[config.mk]
export PLATFORM = sky130hd
export DESIGN_NAME = uart_transceiver
export DESIGN_NICKNAME = d
export VERILOG_FILES = /design/src/rtl/uart_pkg.sv /design/src/rtl/uart_sync2.sv /design/src/rtl/uart_transceiver.sv
export SDC_FILE = /design/constraint.sdc
export NUM_CORES = 1
export LEC_CHECK = 0
export CORE_ASPECT_RATIO = 0.8
export CORE_MARGIN = 5
export CORE_UTILIZATION = 50
export CTS_BUF_LIST = sky130_fd_sc_hd__clkbuf_4 sky130_fd_sc_hd__clkbuf_8
export CTS_CLUSTER_SIZE = 20
export DETAILED_ROUTE_END_ITERATION = 8
export MAX_ROUTING_LAYER = met4
export PLACE_DENSITY = 0.76
export SETUP_SLACK_MARGIN = 0.3
export SKIP_LAST_GASP = 1
export SYNTH_ARGS = -nofsm -noshare
export SYNTH_HDL_FRONTEND = slang
export SYNTH_SLANG_ARGS = --single-unit
[constraint.sdc]
create_clock -name clk -period 2.4 [get_ports clk]
set_clock_uncertainty 0.1 [all_clocks]
set_input_delay 0.36 -clock clk [delete_from_list [all_inputs] [get_ports clk]]
set_output_delay 0.36 -clock clk [all_outputs]
set_load 0.02 [all_outputs]
[src/rtl/uart_pkg.sv]
// Shared UART types, frame constants and baud divisor helper.
// No timing of its own; nothing here carries flow control.
package uart_pkg;

  localparam int   DATA_BITS  = 8;
  localparam logic IDLE_LEVEL = 1'b1;

  typedef enum logic [1:0] {
    TX_IDLE,
    TX_START,
    TX_DATA,
    TX_STOP
  } tx_state_t;

  typedef enum logic [2:0] {
    RX_IDLE,
    RX_START,
    RX_DATA,
    RX_STOP,
    RX_WAIT_IDLE
  } rx_state_t;

  function automatic int clks_per_bit(input int clk_freq, input int baud_rate);
    return clk_freq / baud_rate;
  endfunction

endpackage

[src/rtl/uart_sync2.sv]
// Two-flop synchroniser for an asynchronous level input with selectable reset value.
// Latency 2 cycles; no backpressure (free-running sampler).
module uart_sync2
  import uart_pkg::*;
#(
  parameter logic RST_VAL = IDLE_LEVEL
) (
  input  logic clk,
  input  logic rst_n,
  input  logic d,
  output logic q
);

  logic meta_q, meta_d;
  logic sync_q, sync_d;

  always_comb begin
    meta_d = d;
    sync_d = meta_q;
  end

  always_ff @(posedge clk or negedge rst_n) begin
    if (!rst_n) begin
      meta_q <= RST_VAL;
      sync_q <= RST_VAL;
    end else begin
      meta_q <= meta_d;
      sync_q <= sync_d;
    end
  end

  assign q = sync_q;

endmodule

[src/rtl/uart_transceiver.sv]
// Full-duplex 8N1 UART: byte-wide host side, serial pins on the other.
// TX occupies 10 bit times per byte and ignores tx_start while busy; RX has no backpressure.
module uart_transceiver
  import uart_pkg::*;
#(
  parameter int CLK_FREQ     = 100_000_000,
  parameter int BAUD_RATE    = 115200,
  parameter int CLKS_PER_BIT = clks_per_bit(CLK_FREQ, BAUD_RATE)
) (
  input  logic                 clk,
  input  logic                 rst_n,
  input  logic                 tx_start,
  input  logic [DATA_BITS-1:0] tx_data,
  output logic                 tx,
  output logic                 tx_busy,
  output logic                 tx_done,
  input  logic                 rx,
  output logic [DATA_BITS-1:0] rx_data,
  output logic                 rx_done,
  output logic                 rx_frame_err
);

  localparam int CW = $clog2(CLKS_PER_BIT);
  localparam int IW = $clog2(DATA_BITS);
  localparam logic [CW-1:0] CNT_LAST = CW'(CLKS_PER_BIT - 1);
  localparam logic [CW-1:0] CNT_HALF = CW'(CLKS_PER_BIT / 2 - 1);
  localparam logic [IW-1:0] IDX_LAST = IW'(DATA_BITS - 1);

  // ---------------- transmitter ----------------
  tx_state_t            tx_state_q, tx_state_d;
  logic [CW-1:0]        tx_cnt_q, tx_cnt_d;
  logic [IW-1:0]        tx_idx_q, tx_idx_d;
  logic [DATA_BITS-1:0] tx_shreg_q, tx_shreg_d;
  logic                 tx_q, tx_d;
  logic                 tx_bit_end;

  assign tx_bit_end = (tx_cnt_q == CNT_LAST);

  always_comb begin
    tx_state_d = tx_state_q;
    tx_cnt_d   = tx_cnt_q;
    tx_idx_d   = tx_idx_q;
    tx_shreg_d = tx_shreg_q;
    tx_d       = IDLE_LEVEL;

    if (tx_state_q != TX_IDLE) begin
      tx_cnt_d = tx_bit_end ? '0 : tx_cnt_q + 1'b1;
    end

    case (tx_state_q)
      TX_IDLE: begin
        if (tx_start) begin
          tx_shreg_d = tx_data;
          tx_cnt_d   = '0;
          tx_state_d = TX_START;
        end
      end
      TX_START: begin
        if (tx_bit_end) begin
          tx_idx_d   = '0;
          tx_state_d = TX_DATA;
        end
      end
      TX_DATA: begin
        if (tx_bit_end) begin
          if (tx_idx_q == IDX_LAST) tx_state_d = TX_STOP;
          else                      tx_idx_d   = tx_idx_q + 1'b1;
        end
      end
      TX_STOP: begin
        // A request held through the final stop cycle chains the next frame with no idle gap.
        if (tx_bit_end) begin
          if (tx_start) begin
            tx_shreg_d = tx_data;
            tx_state_d = TX_START;
          end else begin
            tx_state_d = TX_IDLE;
          end
        end
      end
      default: tx_state_d = TX_IDLE;
    endcase

    // Pin is registered from the next state so it never glitches on state decode.
    case (tx_state_d)
      TX_START: tx_d = 1'b0;
      TX_DATA:  tx_d = tx_shreg_d[tx_idx_d];
      default:  tx_d = IDLE_LEVEL;
    endcase
  end

  always_ff @(posedge clk or negedge rst_n) begin
    if (!rst_n) begin
      tx_state_q <= TX_IDLE;
      tx_cnt_q   <= '0;
      tx_idx_q   <= '0;
      tx_shreg_q <= '0;
      tx_q       <= IDLE_LEVEL;
    end else begin
      tx_state_q <= tx_state_d;
      tx_cnt_q   <= tx_cnt_d;
      tx_idx_q   <= tx_idx_d;
      tx_shreg_q <= tx_shreg_d;
      tx_q       <= tx_d;
    end
  end

  assign tx      = tx_q;
  assign tx_busy = (tx_state_q != TX_IDLE);
  assign tx_done = (tx_state_q == TX_STOP) && tx_bit_end;

  // ---------------- receiver ----------------
  logic                 rx_s;
  rx_state_t            rx_state_q, rx_state_d;
  logic [CW-1:0]        rx_cnt_q, rx_cnt_d;
  logic [IW-1:0]        rx_idx_q, rx_idx_d;
  logic [DATA_BITS-1:0] rx_shreg_q, rx_shreg_d;
  logic                 rx_stop_wait_q, rx_stop_wait_d;
  logic [DATA_BITS-1:0] rx_data_q, rx_data_d;
  logic                 rx_done_q, rx_done_d;
  logic                 rx_ferr;
  logic                 rx_bit_end;

  uart_sync2 #(.RST_VAL(IDLE_LEVEL)) u_rx_sync (
    .clk   (clk),
    .rst_n (rst_n),
    .d     (rx),
    .q     (rx_s)
  );

  assign rx_bit_end = (rx_cnt_q == CNT_LAST);

  always_comb begin
    rx_state_d     = rx_state_q;
    rx_cnt_d       = rx_cnt_q;
    rx_idx_d       = rx_idx_q;
    rx_shreg_d     = rx_shreg_q;
    rx_stop_wait_d = rx_stop_wait_q;
    rx_data_d      = rx_data_q;
    rx_done_d      = 1'b0;
    rx_ferr        = 1'b0;

    if (rx_state_q != RX_IDLE && rx_state_q != RX_WAIT_IDLE) begin
      rx_cnt_d = rx_bit_end ? '0 : rx_cnt_q + 1'b1;
    end

    case (rx_state_q)
      RX_IDLE: begin
        if (!rx_s) begin
          rx_cnt_d   = '0;
          rx_idx_d   = '0;
          rx_state_d = RX_START;
        end
      end
      RX_START: begin
        if (rx_cnt_q == CNT_HALF) begin
          rx_cnt_d   = '0;
          rx_idx_d   = '0;
          rx_state_d = rx_s ? RX_IDLE : RX_DATA;
        end
      end
      RX_DATA: begin
        if (rx_bit_end) begin
          rx_shreg_d = {rx_s, rx_shreg_q[DATA_BITS-1:1]};
          if (rx_idx_q == IDX_LAST) begin
            rx_stop_wait_d = 1'b0;
            rx_state_d     = RX_STOP;
          end else begin
            rx_idx_d = rx_idx_q + 1'b1;
          end
        end
      end
      RX_STOP: begin
        if (!rx_stop_wait_q) begin
          if (rx_bit_end) begin
            if (rx_s) begin
              rx_stop_wait_d = 1'b1;
            end else begin
              rx_ferr    = 1'b1;
              rx_state_d = RX_WAIT_IDLE;
            end
          end
        end else if (rx_cnt_q == CNT_HALF) begin
          rx_data_d      = rx_shreg_q;
          rx_done_d      = 1'b1;
          rx_stop_wait_d = 1'b0;
          rx_cnt_d       = '0;
          // Take the idle-line look in this same cycle so a chained start bit keeps its alignment.
          rx_state_d     = rx_s ? RX_IDLE : RX_START;
        end
      end
      RX_WAIT_IDLE: begin
        if (rx_s) rx_state_d = RX_IDLE;
      end
      default: rx_state_d = RX_IDLE;
    endcase
  end

  always_ff @(posedge clk or negedge rst_n) begin
    if (!rst_n) begin
      rx_state_q     <= RX_IDLE;
      rx_cnt_q       <= '0;
      rx_idx_q       <= '0;
      rx_shreg_q     <= '0;
      rx_stop_wait_q <= 1'b0;
      rx_data_q      <= '0;
      rx_done_q      <= 1'b0;
    end else begin
      rx_state_q     <= rx_state_d;
      rx_cnt_q       <= rx_cnt_d;
      rx_idx_q       <= rx_idx_d;
      rx_shreg_q     <= rx_shreg_d;
      rx_stop_wait_q <= rx_stop_wait_d;
      rx_data_q      <= rx_data_d;
      rx_done_q      <= rx_done_d;
    end
  end

  assign rx_data      = rx_data_q;
  assign rx_done      = rx_done_q;
  assign rx_frame_err = rx_ferr;

endmodule

Yosys cells after proc, flatten, opt, wreduce, memory -nomap -nowiden
Cells that the tools add are included.
{"block": "word_totals", "out_inout_bits": 13, "mem_count": 0, "inputBits": 12, "romBits": 0, "mem_bits_rw": 0, "elab_cells": 114, "latch_bits": 0, "ff_bits": 60}
{"block": "classes", "n_mux": 58, "n_div": 0, "multipliers": 0, "n_bitwise": 0, "magnitude_cmp": 1, "eq_ne": 24, "shifts": 0, "addsub": 4, "n_reduce_logical": 13}
{"cell": "$mux W10", "n": 9}
{"cell": "$mux W3", "n": 16}
{"cell": "$pmux W10 S3", "n": 1}
{"cell": "$add A10 B1 Y10 const B", "n": 2}
{"cell": "$eq A10 B10 Y1 const B", "n": 2}
{"cell": "$mux W1", "n": 16}
{"cell": "$mux W8", "n": 2}
{"cell": "$pmux W8 S2", "n": 1}
{"cell": "$pmux W3 S5", "n": 1}
{"cell": "$mux W2", "n": 6}
{"cell": "$ne A3 B3 Y1 const B", "n": 4}
{"cell": "$eq A10 B9 Y1 const B", "n": 1}
{"cell": "$ne A2 B2 Y1 const B", "n": 5}
{"cell": "$eq A3 B3 Y1 const B", "n": 3}
{"cell": "$pmux W3 S3", "n": 1}
{"cell": "$pmux W2 S4", "n": 1}
{"cell": "$reduce_and A8 Y1", "n": 1}
{"cell": "$add A3 B1 Y3 const B", "n": 2}
{"cell": "$eq A2 B2 Y1 const B", "n": 3}
{"cell": "$eq A3 B2 Y1 const B", "n": 2}
{"cell": "$pmux W3 S2", "n": 1}
{"cell": "$reduce_and A3 Y1", "n": 2}
{"cell": "$reduce_bool A3 Y1", "n": 2}
{"cell": "$reduce_and A5 Y1", "n": 1}
{"cell": "11 further kinds", "n": 15}

Depth between registers and ports, before layout
Gate-level depths: netlist of run 1.
{"block": "logic_depth", "depth_word": 7, "depth_mapped": 10, "depth_no_buf": 10}

By module
A second synthesis of run 1 with hierarchy kept.
{"block": "unflattened", "cells_unflattened": 297, "hier_area_um2": 3178.0}
{"mod": "uart_transceiver", "seq_area_each_um2": 1452.6, "cells_per_inst": 295, "instances": 1, "area_each_um2": 3125.5}
{"mod": "uart_sync2", "seq_area_each_um2": 52.6, "cells_per_inst": 2, "instances": 1, "area_each_um2": 52.6}

Least setup slack after synthesis of run 1
No wires, ideal clock.
{"block": "synth_path", "path_kind": "reg-to-reg", "start": "reg tx_cnt_q[0]", "end": "reg tx_q, in the netlist tx", "stages_incl_launch_ff": 9, "synth_period_minus_slack_ns": 2.622, "required_ns": 2.207, "n_path_buf": 0, "t_arrival_ns": 2.429, "setup_time_ns": 0.093, "slack_ns": -0.222, "path_cell_list": "dfrtp_1 > ha_1 > or4b_4 > o311ai_2 > o211a_1 > mux2_1 > a22o_2 > a31oi_1 > a32oi_2"}
{"block": "synth_via", "elab_chain_len": 6, "word_cells_on_any_way": 15, "classes_between": "eq/ne (3); mux (12)"}
{"item": "from (decl)", "line": "uart_transceiver.sv:31", "rtl": "logic [CW-1:0] tx_cnt_q, tx_cnt_d;"}
{"item": "from (signal assigned)", "line": "uart_transceiver.sv:101", "rtl": "tx_cnt_q <= tx_cnt_d;"}
{"item": "$eq A10 B10 Y1 *", "line": "uart_transceiver.sv:37", "rtl": "assign tx_bit_end = (tx_cnt_q == CNT_LAST);"}
{"item": "$mux W8 (tied with other cells)", "line": "uart_transceiver.sv:72", "rtl": "if (tx_bit_end) begin"}
{"item": "$pmux W8 S2 or $pmux W3 S2 (tied branches)", "line": "uart_transceiver.sv:50", "rtl": "case (tx_state_q)"}
{"item": "$bmux W1 S3", "line": "uart_transceiver.sv:87", "rtl": "TX_DATA: tx_d = tx_shreg_d[tx_idx_d];"}
{"item": "$mux W1 (not written as such)", "line": "uart_transceiver.sv:87"}
{"item": "$pmux W1 S2 *", "line": "uart_transceiver.sv:85", "rtl": "case (tx_state_d)"}
{"item": "via tx_d", "line": "uart_transceiver.sv:34", "rtl": "logic tx_q, tx_d;"}
{"item": "to (signal assigned)", "line": "uart_transceiver.sv:104", "rtl": "tx_q <= tx_d;"}
{"item": "to (decl)", "line": "uart_transceiver.sv:34"}
Mark *: on every way through the listed nets, which the timed path passes. The rest lies on a longest branch. The select of a mux whose other input is x is not followed.
A chain may end at the register's enable or synchronous reset.

Worst setup path in the final report of run 1
{"block": "layout_path", "start": "reg rx_cnt_q[3]", "end": "reg rx_state_q[2]"}
{"block": "layout_via", "elab_chain_len": 3, "word_cells_on_any_way": 7, "classes_between": "eq/ne (6); reduce/logical (1)"}
{"item": "from (decl)", "line": "uart_transceiver.sv:115", "rtl": "logic [CW-1:0] rx_cnt_q, rx_cnt_d;"}
{"item": "from (signal assigned)", "line": "uart_transceiver.sv:210", "rtl": "rx_cnt_q <= rx_cnt_d;"}
{"item": "$eq A10 B9 Y1 or $eq A10 B10 Y1 (tied branches)", "line": "uart_transceiver.sv:156, uart_transceiver.sv:183, uart_transceiver.sv:131"}
{"item": "$ne A3 B3 Y1 (no source line) or $ne A2 B2 Y1 (tied branches)"}
{"item": "$reduce_and A8 Y1 (no source line) *"}
{"item": "to (signal assigned)", "line": "uart_transceiver.sv:209", "rtl": "rx_state_q <= rx_state_d;"}
{"item": "to (decl)", "line": "uart_transceiver.sv:114", "rtl": "rx_state_t rx_state_q, rx_state_d;"}
Every way passes the cells marked *; elsewhere a longest branch is shown, timed or not.

==> reports/qor.yml, run 1 <==
outcome:
  status: "finished with violations"
  failed_checks: "setup timing"
timing:
  finalSetupViolCount: 8
  max_slew_margin_pct: 69.3
  worst_slack_ns: -0.241
  max_freq_ghz: 0.379
  hold_violations: 0
  totalNegativeSetupSlack_ns: -0.835
  tightest_slew_ns: 0.459
  min_period_over_period_pct: 110
  slew_violations: 0
  grt_setup_unrepaired: "true"
  period_needed_ns: 2.64
job:
  drv_cap: 0
cts:
  cts_buffer_depth: 2
  htreeDepth: 3
  worst_skew_pair.late_latency_ns: 0.35
  path_clk_slew_ns: 0.07
  cts_tree: "done"
  cts_buffers: 9
  root_buffer: "clkbuf_8"
  cts_sinks: 60
grt:
  grtUsageTotal_pct: 21.1
  gr-total-overflow: 0
  antenna_found_initial: 0
  grt_start_max_net_pins: 61
  grt_pass1_vias: 2622
  grt_pass1_wl_microns: 12900
worst_setup_path:
  start_kind: "flop"
  path_buf_inv: 1
  crit_arrival_ns: 2.80
  crit_type: "reg -> reg"
  critical_path.max_stage_delay_ns: 0.44
  path_max_fanout: 4
  crit_slowest_cell: "or4_4"
  crit_required_ns: 2.56
  endpoint_kind: "flop"
  critical_path.cell_chain: "or3b_4 > or4_4 > buf_6 > or3_4 > a31oi_4 > o21ai_4 > nor3_1 > o21bai_1"
  cpLargestDelayFamily: "simple AND/OR/NAND/NOR gates"
routing:
  vias: 2697
  drc: 0
  wire_per_inst_microns: 17.9
  ant_nets: 0
  routed_via_density: 5.73
  drt_iter0_drc: 119
  wl_microns: 8450
  firstDrtPassIters: 4
yosys:
  synthArstFlopShare_pct: 100
  avgSynthCellArea_sq_um: 10.5
  synth_area_sq_um: 3150
  synth-edff-count: 0
  ys.warnings.count: 0
  synth-seq-cells: 60
  ys_types: 62
  postSynthCellCount: 301
  synth_nets: 323
  synthFlopType: "dfrtp_1"
  ys_seq_area_share_pct: 47.8
cells_and_area:
  final_common_cell: "dfrtp_1"
  antenna_cells: 0
  fill_cells: 388
  nets: 407
  drive_above_1_share_pct: 40.0
  multi_input_area_sq_um: 1790
  seq_area_sq_um: 1510
  final_cell_mix: "57 x dfrtp_1, 46 x buf_4, 26 x nand2_1"
  area_delta_synth_final_pct: 41.8
power_and_ir_drop:
  peakVddDrop_v: 0.000372
  p_per_area_nw_per_um2: 466
  p_leak_nw: 1.98
min_path:
  hold_class: "reg -> reg"
die:
  io_pins: 25
  start_util_pct: 52.5
  dieArea_sq_um: 8000
  coreArea_sq_um: 6010
  die_w_microns: 98.8
  dieHeight_microns: 81.0
  rows: 25
placement:
  place_ws_ns: -0.219
  io_buffers: 24
  gp_congestion: 0.860
  hpwl_microns: 4780
cell families after synthesis:
kind of cell	Yosys count	share of synthesized area, %
simple gates	102	17.3
compound gates	67	15.7
flops	60	47.8
buf+inv	28	4.17
mux	23	8.06
xor+xnor	11	3.06
fa+ha+maj	10	3.97
layout make-up:
cell class / instances / area share, %
Inverter: 13 / 1.09
Clock inverter: 6 / 1.99
Clock buffer: 10 / 2.94
Tap cell: 81 / 2.27
Sequential cell: 60 / 33.7
Multi-Input combinational cell: 213 / 40.0
Timing Repair Buffer: 88 / 18.0
where the power goes:
| part | internal, mW | total, mW | switching, mW |
|---|---|---|---|
| registers | 1.01 | 1.02 | 0.00358 |
| logic | 0.0229 | 0.0518 | 0.0288 |
| clock network | 0.596 | 1.01 | 0.418 |
metrics by stage:
stage	util (%)	total power, mW	cell area [sq um]	hold slack, ns	std cells
after floorplan	-	1.04	3230	-0.0356	301
after global placement	63.4	1.09	3810	0.246	435
after detailed placement	63.4	1.09	3810	0.260	435
after CTS	70.5	2.09	4230	0.269	461
after global routing	74.4	2.16	4470	0.273	471
final	74.4	2.08	4470	0.267	471
worst paths after layout:
path	startpoint	to	slack, ns	cells past startpoint
max in group asynchronous	rst_n	u_rx_sync.q$_DFF_PN1_	1.43	3
min reg2reg	u_rx_sync.meta_q$_DFF_PN1_	u_rx_sync.q$_DFF_PN1_	0.27	0
min in group asynchronous	rst_n	rx_cnt_q[1]$_DFF_PN0_	0.44	3
min	u_rx_sync.meta_q$_DFF_PN1_	u_rx_sync.q$_DFF_PN1_	0.27	0
max reg2reg	rx_cnt_q[3]$_DFF_PN0_	rx_state_q[2]$_DFFE_PN0P_	-0.24	8
max	rx_cnt_q[3]$_DFF_PN0_	rx_state_q[2]$_DFFE_PN0P_	-0.24	8
layer usage:
metal	track usage, %	routed length [microns]	vias to the layer above
li1	-	-	1247
met1	25.7	3590	1354
met2	34.0	4280	78
met3	6.35	406	18
met4	6.82	167	0
met5	-	0	-
timing repair:
| action | in CTS | in global routing |
|---|---|---|
| hold buffers | 1 | 0 |
| gates resized for setup | 33 | 43 |
| setup buffers | 8 | 10 |
| gates cloned | 1 | 0 |
| pin swaps | 5 | 13 |
| hold endpoints to repair | 57 | 0 |
| endpoints found under the setup margin | 39 | 48 |
cell usage after synthesis, types with 3 or more instances:
master / number / share of area, %
dfstp_2: 3 / 2.5
o21ai_0: 20 / 3.2
clkbuf_1: 11 / 1.3
dfrtp_1: 57 / 45
nand4_1: 4 / 0.79
a21oi_1: 5 / 0.79
mux2i_1: 4 / 1.3
a22o_2: 3 / 0.95
inv_1: 13 / 1.5
nor2_1: 25 / 3.0
xor2_1: 6 / 1.7
mux2_1: 4 / 1.4
ha_1: 10 / 4.0
o21ai_2: 3 / 0.83
nand3_1: 9 / 1.4
a22o_1: 8 / 2.2
a31oi_1: 6 / 1.2
o31ai_1: 4 / 0.95
nand2_1: 28 / 3.3
xnor2_1: 5 / 1.4
mux2_2: 15 / 5.4
nand2b_1: 5 / 0.99
and3_1: 5 / 0.99
state kept, by name (all words and copies together), names as in the netlist:
register          cells
tx_idx_q              3
u_rx_sync.meta_q      1
tx_state_q            2
u_rx_sync.q           1
rx_shreg_q            8
rx_state_q            3
tx_shreg_q            8
rx_data               8
rx_stop_wait_q        1
rx_idx_q              3
tx_cnt_q             10
rx_done               1
tx                    1
rx_cnt_q             10
Note: power is estimated with default switching activity, not from simulation.
==> run 2: changes to the inputs <==
- SYNTH_HIERARCHICAL: unset -> 1
==> reports/qor.yml, run 2 <==
placement:
  io_buffers: 24  # unchanged
  gp_congestion: 0.921  # +7.2%
  hpwl_microns: 4630  # -3.2%
  dp.cells: 429  # -1.4%
yosys:
  synth_fa_ha_area_share_pct: 3.94  # -0.033 points
  postSynthCellCount: 297  # -1.3%
  synthFlopType: "dfrtp_1"
  synth_most_common_cell: "dfrtp_1"
  synthSimpleGateAreaFrac_pct: 17.4  # +0.054 points
  synth-seq-cells: 60  # unchanged
  ys.warnings.count: 6  # +6
  synth-edff-count: 0  # unchanged
  synthArstFlopShare_pct: 100  # unchanged
  synth_area_sq_um: 3180  # +0.83%
  synth_nets: 319  # -1.2%
  synth_top_family_by_area: "simple AND/OR/NAND/NOR gates"
  avgSynthCellArea_sq_um: 10.7  # +2.2%
  synth_xor_area_share_pct: 3.31  # +0.25 points
  muxShareOfSynthArea_pct: 7.44  # -0.62 points
  netlist.area_leader.share_pct: 44.9  # -0.37 points
  yosysTopAreaCell: "dfrtp_1"
  synth_area_leaders: "dfrtp_1 45%, mux2_2 7.4%, ha_1 3.9%"
  synth_common_cells: "57 x dfrtp_1, 24 x nor2_1, 21 x mux2_2"
  ys_types: 59  # -4.8%
  ys_seq_area_share_pct: 47.4  # -0.39 points
  synth_compound_area_share_pct: 16.3  # +0.66 points
routing:
  firstDrtPassIters: 4  # unchanged
  routed_via_density: 5.73  # about the same
  ant_nets: 0  # unchanged
  vias: 2652  # -1.7%
  drt_iter0_drc: 154  # +29%
  drc: 0  # unchanged
  wire_per_inst_microns: 15.8  # -12%
  wl_microns: 7310  # -13%
timing:
  grt_setup_unrepaired: "true"
  slew_violations: 0  # unchanged
  period_needed_ns: 2.38  # -0.260 ns
  hold_violations: 0  # unchanged
  max_slew_margin_pct: 57.7  # -12 points
  max_freq_ghz: 0.420  # +11%
  finalSetupViolCount: 0  # -8
  tightest_slew_ns: 0.634  # +0.175 ns
  min_period_over_period_pct: 99.2  # -11 points
cells_and_area:
  nets: 396  # -2.7%
  final_cells: 463  # -1.7%
  area_delta_synth_final_pct: 34.8
  final_cell_mix: "57 x dfrtp_1, 51 x buf_4, 22 x nor2_1"
  antenna_cells: 0  # unchanged
  drive_above_1_share_pct: 38.3  # -1.7 points
  reg.largest.list: "rx_cnt_q (10), tx_cnt_q (10)"
  fin_util_pct: 68.3  # -6.2 points
  final_common_cell: "dfrtp_1"
power_and_ir_drop:
  peakVddDrop_v: 0.000712  # +92%
  p_per_area_nw_per_um2: 800  # +72%
  p_leak_nw: 1.96  # -1.1%
worst_setup_path:
  endpoint_kind: "flop"
  path_buf_inv: 1  # unchanged
  path_max_fanout: 6  # +2
  cpLargestDelayFamily: "compound AO/OA/AOI/OAI gates"
  crit_slowest_cell: "a221o_2"
  crit_required_ns: 2.55  # about the same
  start_kind: "flop"
  crit_arrival_ns: 2.53  # -0.27 ns
  critical_path.cell_chain: "ha_4 > nor4b_4 > a41oi_2 > a221o_2 > buf_4 > a221oi_2 > a2111oi_2 > nor3_1 > a31oi_1"
  crit_type: "reg -> reg"
  critical_path.max_stage_delay_ns: 0.47  # +0.03 ns
die:
  dieArea_sq_um: 8060  # +0.74%
  rows: 26  # +4.0%
  coreArea_sq_um: 6280  # +4.5%
  die_w_microns: 99.1  # +0.37%
  start_util_pct: 50.6  # -1.9 points
  dieHeight_microns: 81.3  # +0.36%
  io_pins: 25  # unchanged
grt:
  grt_pass1_wl_microns: 12300  # -4.2%
  grt_start_max_net_pins: 28  # -54%
  antenna_found_initial: 0  # unchanged
  gr-total-overflow: 0  # unchanged
  grt_pass1_vias: 2653  # +1.2%
  grtUsageTotal_pct: 19.8  # -1.3 points
cts:
  cts_buffers: 9  # unchanged
  cts_tree: "done"
  root_buffer: "clkbuf_8"
  cts_sinks: 60  # unchanged
  path_clk_slew_ns: 0.07  # about the same
  worst_skew_pair.late_latency_ns: 0.34  # about the same
  cts_buffer_depth: 2  # unchanged
  htreeDepth: 3  # unchanged
job:
  drv_cap: 0  # unchanged
outcome:
  status: "complete, no violations"
min_path:
  hold_class: "reg -> reg"
-- run 2: cell families (layout without fill, tap and decap cells) --
| group | after synthesis | count (layout) |
|---|---|---|
| DFF | 60 | 60 |
| AOI/OAI and AO/OA | 69 | 69 |
| buffers and inverters | 29 | 110 |
| xor gates and xnor gates | 12 | 12 |
| muxes | 21 | 21 |
| adders and majority gates | 10 | 10 |
| and+or+nand+nor | 96 | 97 |
-- run 2: layout make-up --
class | instances | area, sq um
repair buffers | 79 | 663
inverters | 15 | 56.3
clock inverters | 6 | 63.8
well taps | 84 | 105
multi-input cells | 209 | 1750
fillers | 456 | 1990
flip-flops and latches | 60 | 1510
clock buffers | 10 | 138
-- run 2: worst reg2reg max path, delay by kind of cell, from the launching register on --
kind	cells	cell delay (ns)
fa+ha+maj	1	0.17
simple gates	2	0.46
flops	1	0.39
compound gates	5	1.02
buf+inv	1	0.17
-- run 2: layer usage --
metal | vias up | global-route usage, % | share of wire [%]
li1 | 1257 | - | -
met1 | 1310 | 25.1 | 47
met2 | 73 | 31.2 | 48
met3 | 12 | 5.06 | 4.4
met4 | 0 | 6.68 | 1.3
met5 | - | - | 0
-- run 2: path summary, 6_finish.rpt --
kind / cells past startpoint / from / slack, ns / endpoint
min in group asynchronous: 2 / rst_n / 0.47 / tx_shreg_q[2]$_DFF_PN0_
max in group asynchronous: 3 / rst_n / 0.98 / u_rx_sync/q$_DFF_PN1_
hold / removal: 0 / u_rx_sync/meta_q$_DFF_PN1_ / 0.26 / u_rx_sync/q$_DFF_PN1_
hold reg to reg: 0 / u_rx_sync/meta_q$_DFF_PN1_ / 0.26 / u_rx_sync/q$_DFF_PN1_
setup / recovery: 9 / tx_cnt_q[1]$_DFF_PN0_ / 0.02 / tx$_DFF_PN1_
setup reg to reg: 9 / tx_cnt_q[1]$_DFF_PN0_ / 0.02 / tx$_DFF_PN1_
-- run 2: through the flow --
stage | instance area [sq um] | TNS (ns) | hold WS (ns) | power, mW | setup slack (ns)
floorplan | 3200 | -0.0251 | -0.0356 | 1.93 | -0.0251
global placement | 3750 | -0.233 | 0.246 | 2.27 | -0.230
detailed placement | 3750 | -0.360 | 0.247 | 2.31 | -0.342
CTS | 4190 | 0 | 0.257 | 3.42 | 0.0327
global route | 4290 | -0.136 | 0.263 | 3.64 | -0.136
finish | 4290 | 0 | 0.257 | 3.43 | 0.0186
-- run 2: repair_timing --
| item | CTS | global route |
|---|---|---|
| hold endpoints to repair | 24 | 0 |
| gates cloned | 0 | 2 |
| gates resized for setup | 38 | 21 |
| endpoints found under the setup margin | 23 | 40 |
| hold buffers | 1 | 0 |
| pin swaps | 7 | 8 |
| setup buffers | 13 | 2 |
-- run 2: where the power goes --
part	internal [mW]	total (mW)	leakage, nW	switching (mW)
Combinational	0.634	1.31	1.06	0.679
Sequential	1.12	1.20	0.801	0.0801
Clock	0.505	0.916	0.0983	0.411
Total	2.26	3.43	1.96	1.17
